===== src/rtl/id_ex_register_pkg.sv =====
// Shared widths, register-zero constant, ALU op encodings and the WB bypass helper
// for the ID/EX pipeline register.
package id_ex_register_pkg;

   localparam int DATA_W  = 32;
   localparam int ALUOP_W = 4;
   localparam int REG_W   = 5;

   localparam logic [REG_W-1:0] REG_ZERO = 5'd0;

   typedef enum logic [ALUOP_W-1:0] {
      ALU_AND = 4'h0,
      ALU_OR  = 4'h1,
      ALU_ADD = 4'h2,
      ALU_SUB = 4'h6,
      ALU_SLT = 4'h7,
      ALU_NOR = 4'hC
   } aluOp_e;

   typedef struct packed {
      logic               regWrite;
      logic               memToReg;
      logic               memRead;
      logic               memWrite;
      logic               branch;
      logic               aluSrc;
      logic               regDst;
      logic [ALUOP_W-1:0] aluOp;
   } ctrl_t;

   // A WB write lands on the same edge the register file is read on its negedge,
   // so the stale read value must be replaced; register 0 is hard-wired and never bypassed.
   function automatic logic [DATA_W-1:0] bypass(
      input logic              wbWe,
      input logic [REG_W-1:0]  wbReg,
      input logic [DATA_W-1:0] wbData,
      input logic [REG_W-1:0]  srcReg,
      input logic [DATA_W-1:0] rfData
   );
      return (wbWe && (wbReg != REG_ZERO) && (wbReg == srcReg)) ? wbData : rfData;
   endfunction

endpackage


===== src/rtl/id_ex_register_if.sv =====
// ID/EX stage bundle: decoded ID fields, WB write-back snoop, flow control and EX-side copies.
interface id_ex_register_if;
   import id_ex_register_pkg::*;

   logic               id_valid;
   logic [DATA_W-1:0]  id_pc_plus4;
   logic [DATA_W-1:0]  id_read_data1;
   logic [DATA_W-1:0]  id_read_data2;
   logic [DATA_W-1:0]  id_imm_ext;
   logic [REG_W-1:0]   id_rs, id_rt, id_rd;
   logic               id_uses_rt;
   logic               id_reg_write, id_mem_to_reg, id_mem_read, id_mem_write;
   logic               id_branch, id_alu_src, id_reg_dst;
   logic [ALUOP_W-1:0] id_alu_op;

   logic               wb_reg_write;
   logic [REG_W-1:0]   wb_write_register;
   logic [DATA_W-1:0]  wb_write_data;

   logic               flush;
   logic               ex_hold;

   logic               ex_valid;
   logic [DATA_W-1:0]  ex_pc_plus4;
   logic [DATA_W-1:0]  ex_read_data1;
   logic [DATA_W-1:0]  ex_read_data2;
   logic [DATA_W-1:0]  ex_imm_ext;
   logic [REG_W-1:0]   ex_rs, ex_rt, ex_rd;
   logic               ex_reg_write, ex_mem_to_reg, ex_mem_read, ex_mem_write;
   logic               ex_branch, ex_alu_src, ex_reg_dst;
   logic [ALUOP_W-1:0] ex_alu_op;
   logic               id_stall;

   modport master (
      output id_valid, id_pc_plus4, id_read_data1, id_read_data2, id_imm_ext,
             id_rs, id_rt, id_rd, id_uses_rt,
             id_reg_write, id_mem_to_reg, id_mem_read, id_mem_write,
             id_branch, id_alu_src, id_reg_dst, id_alu_op,
             wb_reg_write, wb_write_register, wb_write_data, flush, ex_hold,
      input  ex_valid, ex_pc_plus4, ex_read_data1, ex_read_data2, ex_imm_ext,
             ex_rs, ex_rt, ex_rd,
             ex_reg_write, ex_mem_to_reg, ex_mem_read, ex_mem_write,
             ex_branch, ex_alu_src, ex_reg_dst, ex_alu_op, id_stall
   );

   modport slave (
      input  id_valid, id_pc_plus4, id_read_data1, id_read_data2, id_imm_ext,
             id_rs, id_rt, id_rd, id_uses_rt,
             id_reg_write, id_mem_to_reg, id_mem_read, id_mem_write,
             id_branch, id_alu_src, id_reg_dst, id_alu_op,
             wb_reg_write, wb_write_register, wb_write_data, flush, ex_hold,
      output ex_valid, ex_pc_plus4, ex_read_data1, ex_read_data2, ex_imm_ext,
             ex_rs, ex_rt, ex_rd,
             ex_reg_write, ex_mem_to_reg, ex_mem_read, ex_mem_write,
             ex_branch, ex_alu_src, ex_reg_dst, ex_alu_op, id_stall
   );

endinterface


===== src/rtl/id_ex_register_hazard_detect.sv =====
// Load-use hazard detection and upstream stall; shared with the IF/ID register.
module id_ex_register_hazard_detect
   import id_ex_register_pkg::*;
(
   input  logic             rst,
   input  logic             exValid,
   input  logic             exMemRead,
   input  logic [REG_W-1:0] exRt,
   input  logic             idValid,
   input  logic [REG_W-1:0] idRs,
   input  logic [REG_W-1:0] idRt,
   input  logic             idUsesRt,
   input  logic             exHold,
   output logic             loadUse,
   output logic             idStall
);

   always_comb begin
      loadUse = exValid && exMemRead && (exRt != REG_ZERO) && idValid &&
                ((exRt == idRs) || (idUsesRt && (exRt == idRt)));
      idStall = rst && (loadUse || exHold);
   end

endmodule


===== src/rtl/id_ex_register.sv =====
// ID/EX pipeline register with load-use bubble insertion, flush, hold and WB bypass.
module id_ex_register
   import id_ex_register_pkg::*;
#(
   parameter int CNT_W = 16
) (
   input  logic             clk,
   input  logic             rst,
   id_ex_register_if.slave  bus,
   output logic [CNT_W-1:0] bubble_count
);

   logic              exValid;
   ctrl_t             exCtrl;
   logic [DATA_W-1:0] exPc, exRd1, exRd2, exImm;
   logic [REG_W-1:0]  exRs, exRt, exRd;
   logic [CNT_W-1:0]  bubbleCnt;
   logic              loadUse;
   logic              insertBubble;

   id_ex_register_hazard_detect hazardDetect (
      .rst       (rst),
      .exValid   (exValid),
      .exMemRead (exCtrl.memRead),
      .exRt      (exRt),
      .idValid   (bus.id_valid),
      .idRs      (bus.id_rs),
      .idRt      (bus.id_rt),
      .idUsesRt  (bus.id_uses_rt),
      .exHold    (bus.ex_hold),
      .loadUse   (loadUse),
      .idStall   (bus.id_stall)
   );

   // Flush and load-use produce the same bubble; folding them here keeps
   // the flush > hold > load-use priority in a single if-chain below.
   assign insertBubble = bus.flush || (!bus.ex_hold && loadUse);

   always_ff @(posedge clk) begin
      if (!rst) begin
         exValid   <= 1'b0;
         exCtrl    <= '0;
         exPc      <= '0;
         exRd1     <= '0;
         exRd2     <= '0;
         exImm     <= '0;
         exRs      <= '0;
         exRt      <= '0;
         exRd      <= '0;
         bubbleCnt <= '0;
      end else if (insertBubble) begin
         exValid <= 1'b0;
         exCtrl  <= '0;
         if (bubbleCnt != '1)
            bubbleCnt <= bubbleCnt + CNT_W'(1);
      end else if (bus.ex_hold) begin
         if (exValid) begin
            exRd1 <= bypass(bus.wb_reg_write, bus.wb_write_register, bus.wb_write_data, exRs, exRd1);
            exRd2 <= bypass(bus.wb_reg_write, bus.wb_write_register, bus.wb_write_data, exRt, exRd2);
         end
      end else begin
         exValid <= bus.id_valid;
         exCtrl  <= '{regWrite: bus.id_reg_write, memToReg: bus.id_mem_to_reg,
                      memRead:  bus.id_mem_read,  memWrite: bus.id_mem_write,
                      branch:   bus.id_branch,    aluSrc:   bus.id_alu_src,
                      regDst:   bus.id_reg_dst,   aluOp:    bus.id_alu_op};
         exPc    <= bus.id_pc_plus4;
         exRd1   <= bypass(bus.wb_reg_write, bus.wb_write_register, bus.wb_write_data,
                           bus.id_rs, bus.id_read_data1);
         exRd2   <= bypass(bus.wb_reg_write, bus.wb_write_register, bus.wb_write_data,
                           bus.id_rt, bus.id_read_data2);
         exImm   <= bus.id_imm_ext;
         exRs    <= bus.id_rs;
         exRt    <= bus.id_rt;
         exRd    <= bus.id_rd;
      end
   end

   assign bus.ex_valid      = exValid;
   assign bus.ex_pc_plus4   = exPc;
   assign bus.ex_read_data1 = exRd1;
   assign bus.ex_read_data2 = exRd2;
   assign bus.ex_imm_ext    = exImm;
   assign bus.ex_rs         = exRs;
   assign bus.ex_rt         = exRt;
   assign bus.ex_rd         = exRd;
   assign bus.ex_reg_write  = exCtrl.regWrite;
   assign bus.ex_mem_to_reg = exCtrl.memToReg;
   assign bus.ex_mem_read   = exCtrl.memRead;
   assign bus.ex_mem_write  = exCtrl.memWrite;
   assign bus.ex_branch     = exCtrl.branch;
   assign bus.ex_alu_src    = exCtrl.aluSrc;
   assign bus.ex_reg_dst    = exCtrl.regDst;
   assign bus.ex_alu_op     = exCtrl.aluOp;
   assign bubble_count      = bubbleCnt;

endmodule


===== src/flat_wrapper.sv =====
// flat-port wrapper written by rule: the top's interface ports become plain ports
module id_ex_register_flat import id_ex_register_pkg::*;
#(
   parameter int CNT_W = 16
)
  (clk, rst, bubble_count, bus_id_valid, bus_id_pc_plus4, bus_id_read_data1, bus_id_read_data2, bus_id_imm_ext, bus_id_rs, bus_id_rt, bus_id_rd, bus_id_uses_rt, bus_id_reg_write, bus_id_mem_to_reg, bus_id_mem_read, bus_id_mem_write, bus_id_branch, bus_id_alu_src, bus_id_reg_dst, bus_id_alu_op, bus_wb_reg_write, bus_wb_write_register, bus_wb_write_data, bus_flush, bus_ex_hold, bus_ex_valid, bus_ex_pc_plus4, bus_ex_read_data1, bus_ex_read_data2, bus_ex_imm_ext, bus_ex_rs, bus_ex_rt, bus_ex_rd, bus_ex_reg_write, bus_ex_mem_to_reg, bus_ex_mem_read, bus_ex_mem_write, bus_ex_branch, bus_ex_alu_src, bus_ex_reg_dst, bus_ex_alu_op, bus_id_stall);
  id_ex_register_if bus_i ();
  input  logic clk;
  input  logic rst;
  output logic [CNT_W-1:0] bubble_count;
  input wire logic [$bits(bus_i.id_valid)-1:0] bus_id_valid;
  input wire logic [$bits(bus_i.id_pc_plus4)-1:0] bus_id_pc_plus4;
  input wire logic [$bits(bus_i.id_read_data1)-1:0] bus_id_read_data1;
  input wire logic [$bits(bus_i.id_read_data2)-1:0] bus_id_read_data2;
  input wire logic [$bits(bus_i.id_imm_ext)-1:0] bus_id_imm_ext;
  input wire logic [$bits(bus_i.id_rs)-1:0] bus_id_rs;
  input wire logic [$bits(bus_i.id_rt)-1:0] bus_id_rt;
  input wire logic [$bits(bus_i.id_rd)-1:0] bus_id_rd;
  input wire logic [$bits(bus_i.id_uses_rt)-1:0] bus_id_uses_rt;
  input wire logic [$bits(bus_i.id_reg_write)-1:0] bus_id_reg_write;
  input wire logic [$bits(bus_i.id_mem_to_reg)-1:0] bus_id_mem_to_reg;
  input wire logic [$bits(bus_i.id_mem_read)-1:0] bus_id_mem_read;
  input wire logic [$bits(bus_i.id_mem_write)-1:0] bus_id_mem_write;
  input wire logic [$bits(bus_i.id_branch)-1:0] bus_id_branch;
  input wire logic [$bits(bus_i.id_alu_src)-1:0] bus_id_alu_src;
  input wire logic [$bits(bus_i.id_reg_dst)-1:0] bus_id_reg_dst;
  input wire logic [$bits(bus_i.id_alu_op)-1:0] bus_id_alu_op;
  input wire logic [$bits(bus_i.wb_reg_write)-1:0] bus_wb_reg_write;
  input wire logic [$bits(bus_i.wb_write_register)-1:0] bus_wb_write_register;
  input wire logic [$bits(bus_i.wb_write_data)-1:0] bus_wb_write_data;
  input wire logic [$bits(bus_i.flush)-1:0] bus_flush;
  input wire logic [$bits(bus_i.ex_hold)-1:0] bus_ex_hold;
  output wire logic [$bits(bus_i.ex_valid)-1:0] bus_ex_valid;
  output wire logic [$bits(bus_i.ex_pc_plus4)-1:0] bus_ex_pc_plus4;
  output wire logic [$bits(bus_i.ex_read_data1)-1:0] bus_ex_read_data1;
  output wire logic [$bits(bus_i.ex_read_data2)-1:0] bus_ex_read_data2;
  output wire logic [$bits(bus_i.ex_imm_ext)-1:0] bus_ex_imm_ext;
  output wire logic [$bits(bus_i.ex_rs)-1:0] bus_ex_rs;
  output wire logic [$bits(bus_i.ex_rt)-1:0] bus_ex_rt;
  output wire logic [$bits(bus_i.ex_rd)-1:0] bus_ex_rd;
  output wire logic [$bits(bus_i.ex_reg_write)-1:0] bus_ex_reg_write;
  output wire logic [$bits(bus_i.ex_mem_to_reg)-1:0] bus_ex_mem_to_reg;
  output wire logic [$bits(bus_i.ex_mem_read)-1:0] bus_ex_mem_read;
  output wire logic [$bits(bus_i.ex_mem_write)-1:0] bus_ex_mem_write;
  output wire logic [$bits(bus_i.ex_branch)-1:0] bus_ex_branch;
  output wire logic [$bits(bus_i.ex_alu_src)-1:0] bus_ex_alu_src;
  output wire logic [$bits(bus_i.ex_reg_dst)-1:0] bus_ex_reg_dst;
  output wire logic [$bits(bus_i.ex_alu_op)-1:0] bus_ex_alu_op;
  output wire logic [$bits(bus_i.id_stall)-1:0] bus_id_stall;
  assign bus_i.id_valid = bus_id_valid;
  assign bus_i.id_pc_plus4 = bus_id_pc_plus4;
  assign bus_i.id_read_data1 = bus_id_read_data1;
  assign bus_i.id_read_data2 = bus_id_read_data2;
  assign bus_i.id_imm_ext = bus_id_imm_ext;
  assign bus_i.id_rs = bus_id_rs;
  assign bus_i.id_rt = bus_id_rt;
  assign bus_i.id_rd = bus_id_rd;
  assign bus_i.id_uses_rt = bus_id_uses_rt;
  assign bus_i.id_reg_write = bus_id_reg_write;
  assign bus_i.id_mem_to_reg = bus_id_mem_to_reg;
  assign bus_i.id_mem_read = bus_id_mem_read;
  assign bus_i.id_mem_write = bus_id_mem_write;
  assign bus_i.id_branch = bus_id_branch;
  assign bus_i.id_alu_src = bus_id_alu_src;
  assign bus_i.id_reg_dst = bus_id_reg_dst;
  assign bus_i.id_alu_op = bus_id_alu_op;
  assign bus_i.wb_reg_write = bus_wb_reg_write;
  assign bus_i.wb_write_register = bus_wb_write_register;
  assign bus_i.wb_write_data = bus_wb_write_data;
  assign bus_i.flush = bus_flush;
  assign bus_i.ex_hold = bus_ex_hold;
  assign bus_ex_valid = bus_i.ex_valid;
  assign bus_ex_pc_plus4 = bus_i.ex_pc_plus4;
  assign bus_ex_read_data1 = bus_i.ex_read_data1;
  assign bus_ex_read_data2 = bus_i.ex_read_data2;
  assign bus_ex_imm_ext = bus_i.ex_imm_ext;
  assign bus_ex_rs = bus_i.ex_rs;
  assign bus_ex_rt = bus_i.ex_rt;
  assign bus_ex_rd = bus_i.ex_rd;
  assign bus_ex_reg_write = bus_i.ex_reg_write;
  assign bus_ex_mem_to_reg = bus_i.ex_mem_to_reg;
  assign bus_ex_mem_read = bus_i.ex_mem_read;
  assign bus_ex_mem_write = bus_i.ex_mem_write;
  assign bus_ex_branch = bus_i.ex_branch;
  assign bus_ex_alu_src = bus_i.ex_alu_src;
  assign bus_ex_reg_dst = bus_i.ex_reg_dst;
  assign bus_ex_alu_op = bus_i.ex_alu_op;
  assign bus_id_stall = bus_i.id_stall;
  id_ex_register #(.CNT_W(CNT_W)) u_core (.clk(clk), .rst(rst), .bus(bus_i), .bubble_count(bubble_count));
endmodule

===== config.mk =====
export PLATFORM = sky130hd
export DESIGN_NAME = id_ex_register_flat
export DESIGN_NICKNAME = d
export VERILOG_FILES = /design/src/rtl/id_ex_register_pkg.sv /design/src/rtl/id_ex_register_if.sv /design/src/rtl/id_ex_register_hazard_detect.sv /design/src/rtl/id_ex_register.sv /design/src/flat_wrapper.sv
export SDC_FILE = /design/constraint.sdc
export NUM_CORES = 1
export LEC_CHECK = 0
export CAP_MARGIN = 30
export CORE_MARGIN = 1.5
export CORE_UTILIZATION = 35
export CTS_BUF_LIST = sky130_fd_sc_hd__clkbuf_16
export DETAILED_ROUTE_END_ITERATION = 10
export HOLD_SLACK_MARGIN = 0.15
export PLACE_DENSITY = 0.71
export SYNTH_ARGS = -nofsm -noshare
export SYNTH_HDL_FRONTEND = slang
export SYNTH_SLANG_ARGS = --single-unit

===== constraint.sdc =====
create_clock -name clk -period 3.7 [get_ports clk]
set_input_delay 0.37 -clock clk [delete_from_list [all_inputs] [get_ports clk]]
set_output_delay 0.37 -clock clk [all_outputs]
set_load 0.03 [all_outputs]

# After elaboration in Yosys (flattened, before gate mapping)
# Index checks and enable logic that the tools add are counted.
# op_classes
n_mux	8
multipliers	0
n_lt_le_gt_ge	0
n_addsub	1
div	0
reduce_logical	23
bitwise	3
shifts	0
eq_ne	10
# ops
operator	n
32-bit 2-to-1 mux	8
5-bit == test	6
16-bit by 1-bit adder with 16-bit output, second input constant	1
16-bit inequality test, second input constant	1
1-bit logical AND	12
5-bit nonzero test	2
2-bit by 1-bit inequality test with 1-bit output, second input constant	3
3-bit AND reduction	2
2-bit AND reduction	2
1-bit logical OR	3
1-bit NOT	3
2-bit OR reduction	1
1-bit logical NOT	1
# totals
reg_bits	171
input_bits	198
rom_bits	0
ram_bits	0
output_inout_bits	172
latchBits	0
memories	0
elab_cells	62

# Longest topological paths before layout
# depth
ltp_word	8
mapped_depth	10
mapped_depth_nobuf	7

# Hierarchy
# A second synthesis with hierarchy kept.
# unflattened
hier_cells	766
hier_area_um2	7181.9
# modules_own_cells
module	area_each_um2	n_inst	seq_area_each_um2	cells_each
id_ex_register	7018.0	1	3423.3	746
id_ex_register_hazard_detect	163.9	1	0.0	20

# Worst setup path before layout
# No wires, ideal clock.
# synth_timing
kind	register to register
start	register u_core.bubbleCnt[0] (netlist: u_core.bubble_count[0])
end	register u_core.bubbleCnt[1] (netlist: u_core.bubble_count[1])
setup_ns	0.128
slack_ns	1.254
synth_period_minus_slack_ns	2.446
path_stages_with_launch	11
arrival_time_ns	2.318
n_path_buf	3
t_required_ns	3.572
cell_sequence	dfxtp_1 ha_1 nand3_1 or2_1 clkbuf_1 o311a_1 a21oi_2 buf_4 buf_6 mux2i_1 nor2_1
# synth_via
elab_chain_len	2
elab_cells_between_ends	3
cone_classes	add/sub: 1; eq/ne: 1; reduce/logical: 1
# synth_lines
element	line	rtl
from (decl)	id_ex_register.sv:17	logic [CNT_W-1:0] bubbleCnt;
from (signal assigned)	id_ex_register.sv:55	bubbleCnt <= bubbleCnt + CNT_W'(1);
parallel branches: the longest is 2 deep, another holds 16-bit by 1-bit adder with 16-bit output	--	
# Parallel ways; which one is timed is not known.
# A chain may end at the register's enable or synchronous reset.

# Worst setup path in the final report
# layout_timing
start	register u_core.exRt[4] (netlist: u_core.bus.ex_rt[4])
end	output port bus_id_stall
# layout_via
elab_chain_len	6
elab_cells_between_ends	10
cone_classes	eq/ne: 2; reduce/logical: 8
# layout_lines
element	line	rtl
from (decl)	id_ex_register.sv:16	logic [REG_W-1:0] exRs, exRt, exRd;
from (signal assigned)	id_ex_register.sv:74	exRt <= bus.id_rt;
5-bit == test / 5-bit nonzero test (equally long branches)	id_ex_register_hazard_detect.sv:20, id_ex_register_hazard_detect.sv:19	
1-bit logical AND, on equally long branches	id_ex_register_hazard_detect.sv:20, id_ex_register_hazard_detect.sv:19	
1-bit logical OR / 1-bit logical AND (equally long branches)	id_ex_register_hazard_detect.sv:20, id_ex_register_hazard_detect.sv:19	
1-bit logical AND (*)	id_ex_register_hazard_detect.sv:19	loadUse = exValid && exMemRead && (exRt != REG_ZERO) && idValid &&
1-bit logical OR (*)	id_ex_register_hazard_detect.sv:21	idStall = rst && (loadUse || exHold);
1-bit logical AND (*)	id_ex_register_hazard_detect.sv:21	
to (decl)	flat_wrapper.sv:49	output wire logic [$bits(bus_i.id_stall)-1:0] bus_id_stall;
# Mark *: on every way between the ends. The rest lies on a longest branch, timed or not.

==> implementation parameters <==
Parameter                              Value

STA
  Worst hold-check slack ... 0.4523 ns
  Accumulated negative setup slack ... 0 ns
  Tcrit/Tclk final ... 84.25%
  Final setup viols ... 0
  Minimum clock period after layout ... 3.117 ns
  RSZ-0062 raised after global routing ... no
  Least-Margin Pin Slew ... 1.024 ns
  Count of final max-slew check failures ... 0
  Max-Slew Margin vs Limit ... 31.72%
  Count of final hold-check violations ... 0
  F_max ... 0.3208 GHz
  Final worst clock skew ... 0.01490 ns

Logic synthesis
  Mean Syn Cell Area ... 9.033 sq um
  Post-Synthesis Net Count ... 1033
  Cell taking the most area after synthesis ... sky130_fd_sc_hd__dfxtp_1
  Distinct cell type count after synthesis ... 48
  Yosys warns ... 0
  Largest cells by area after synthesis ... sky130_fd_sc_hd__dfxtp_1 45%, sky130_fd_sc_hd__mux2i_1 10%, sky130_fd_sc_hd__nand2_1 8.6%
  Most used flip-flop cell after synthesis ... sky130_fd_sc_hd__dfxtp_1
  Top-area cell type share of the netlist area ... 45.44%
  Number of instances in the synthesized netlist ... 834
  Fraction of registers with async set or reset after synthesis ... 0%
  Flop and latch count out of synthesis ... 171
  Netlist Area Pre-Place ... 7533 sq um
  Synth cell count leaders ... 173 x sky130_fd_sc_hd__nand2_1, 171 x sky130_fd_sc_hd__dfxtp_1, 124 x sky130_fd_sc_hd__a21oi_1
  Top-count cell post-synth ... sky130_fd_sc_hd__nand2_1
  Portion of the post-synthesis area used by sequential elements ... 45.44%
  EDFF count, synth ... 0

Die
  Overall die area ... 22410 sq um
  Y dimension of the die ... 149.7 um
  Die Width ... 149.7 um
  Ports placed on the boundary ... 370
  Starting density of the core ... 35.72%
  Number of core rows ... 53
  Core Box Area ... 21090 sq um

Critical path
  Largest incremental delay on the critical path ... 0.67 ns
  Buf/Inv on CP ... 1
  Cell-by-cell trace of the critical path ... xnor2_1 > nand4_1 > o22ai_1 > a31oi_1 > nor2_1 > clkdlybuf4s50_1
  Arrival time worst endpoint ... 2.75 ns
  Family with the most delay on the worst path ... compound AO/OA/AOI/OAI gates
  Worst EP required ... 3.33 ns
  Type of origin of the critical path ... register
  Type of element capturing the critical path ... output pin
  Top fanout value on the critical path ... 6
  Critical path class ... register to output pin
  Worst path slowest cell ... sky130_fd_sc_hd__clkdlybuf4s50_1

Global routing
  Number of antenna violations at the first check in global routing ... 2
  Via count of the first global-routing pass ... 6958
  Total grt overflow ... 0
  Maximum number of pins on one net before global-route repair ... 95
  Global-route wire length before repair ... 38500 um
  GRT Util Overall ... 22.29%

CTS
  Worst skew pair latency ... 0.42 ns
  Htree depth ... 4
  Post-CTS sizing ... 0
  Clock tree from TritonCTS ... yes
  Post-CTS Hold Fix Bufs ... 0
  Root cell of the clock tree ... sky130_fd_sc_hd__clkbuf_16
  Post-CTS setup repair buffer count ... 0
  TritonCTS buffer count ... 17
  Max clock buf depth ... 2
  Count of clock tree sinks ... 171
  Clock Pin Slew Worst Setup and Hold Paths ... 0.06 ns

Placement
  HPWL Detailed ... 18750 um
  Final estimated routing congestion in global placement ... 0.8480
  Number of port buffers ... 369

Route
  TritonRoute pass-1 iters ... 4
  Via total after detailed routing ... 7296
  Drt total wl ... 26240 um
  Final routed wire length divided by cell count ... 18.14 um
  Antenna-violating nets left ... 0
  DRC violations left ... 0
  Routed via count divided by cell count ... 5.042
  Detailed Route Iter0 Violations ... 291

Finish
  Total area of sequential cells ... 3423 sq um
  Area Growth Syn to Fin ... 57.13%
  Multi-input gate area ... 3666 sq um
  Final layout net count ... 1359
  Number of fill cells ... 1921
  Final core area utilization ... 56.14%
  Fraction of final layout cells sized beyond drive strength 1 ... 4.697%

Run status
  Result of the run ... finished clean

Job
  Number of maximum-capacitance constraint violations ... 0

Power and ir drop
  Static leakage ... 4.717 nW
  Worst voltage drop across the vdd grid ... 0.0002551 V
  Areal power density over the cells ... 399.3 nW/um^2

Hold path
  Hold WC Path Type ... register to register
-- cell type report --
type / count / area share (%)
Antenna cell: 1 / 0.02114
Clock buffer: 17 / 3.594
Clock inverter: 13 / 1.216
Inverter: 2 / 0.07399
Multi-Input combinational cell: 586 / 30.97
Sequential cell: 171 / 28.92
Tap cell: 275 / 2.907
Timing Repair Buffer: 382 / 32.30
-- routing by layer --
layer / routed length [um] / global-route usage [%] / part of all wire (%) / up-vias
met5: 13 / 0 / 0.050 / -
met4: 648 / 8.382 / 2.5 / 2
met3: 2630 / 8.415 / 10 / 33
met2: 12830 / 39.29 / 49 / 295
met1: 10120 / 24.17 / 39 / 3392
li1: - / - / - / 3574
-- cells by family (layout without fill, tap and decap cells) --
family | Yosys count | after routing | synth area share, %
AND/OR/NAND/NOR | 231 | 231 | 13.34
other | 0 | 1 | 0
flip-flops | 171 | 171 | 45.44
AO/OA/AOI/OAI | 246 | 246 | 20.84
adder cells (fa/ha/maj) | 1 | 1 | 0.1661
XOR/XNOR | 31 | 31 | 3.604
multiplexers | 77 | 77 | 10.23
buffers and inverters | 77 | 414 | 6.378
-- power by group --
group	internal [W]	switching [W]	total, W
clock	0.000996	0.000777	0.00177
combinational	0.000474	0.000489	0.000962
sequential	0.00193	0.0000575	0.00199
-- tightest hold or removal path, cell delays in order, from the launching register on --
cell and delay [ns]:
sky130_fd_sc_hd__dfxtp_1 0.31, sky130_fd_sc_hd__nand2_1 0.05, sky130_fd_sc_hd__a21oi_1 0.05
-- final timing paths --
check	startpoint	to	slack, ns	cells past startpoint
hold / removal	u_core.bus.ex_pc_plus4[6]$_SDFFE_PN0P_	u_core.bus.ex_pc_plus4[6]$_SDFFE_PN0P_	0.45	2
setup / recovery	u_core.bus.ex_rt[4]$_SDFFE_PN0P_	bus_id_stall	0.58	6
hold reg to reg	u_core.bus.ex_pc_plus4[6]$_SDFFE_PN0P_	u_core.bus.ex_pc_plus4[6]$_SDFFE_PN0P_	0.45	2
setup reg to reg	u_core.bubble_count[0]$_SDFFE_PN0P_	u_core.bubble_count[3]$_SDFFE_PN0P_	1.02	7
-- layout by cell type, fill, tap and decap left out, drive strengths merged, types with 14 or more instances in the layout --
master / count
nor2: 17
buf: 14
o21ai: 40
dfxtp: 171
clkbuf: 17
clkdlybuf4s50: 368
a21oi: 125
xnor2: 20
nand2: 173
o31ai: 37
o211a: 32
mux2i: 77
-- per-stage QoR --
stage | worst slack (ns) | instances | area [sq um] | total power, W
floorplan | 1.255 | 834 | 7533 | 0.002523
global placement | 0.6406 | 1416 | 11270 | 0.002993
detailed placement | 0.5999 | 1416 | 11270 | 0.002996
CTS | 0.4979 | 1446 | 11840 | 0.004783
global route | 0.4058 | 1447 | 11840 | 0.004912
finish | 0.5826 | 1447 | 11840 | 0.004727
No activity file was read; power rests on OpenSTA's default activity.
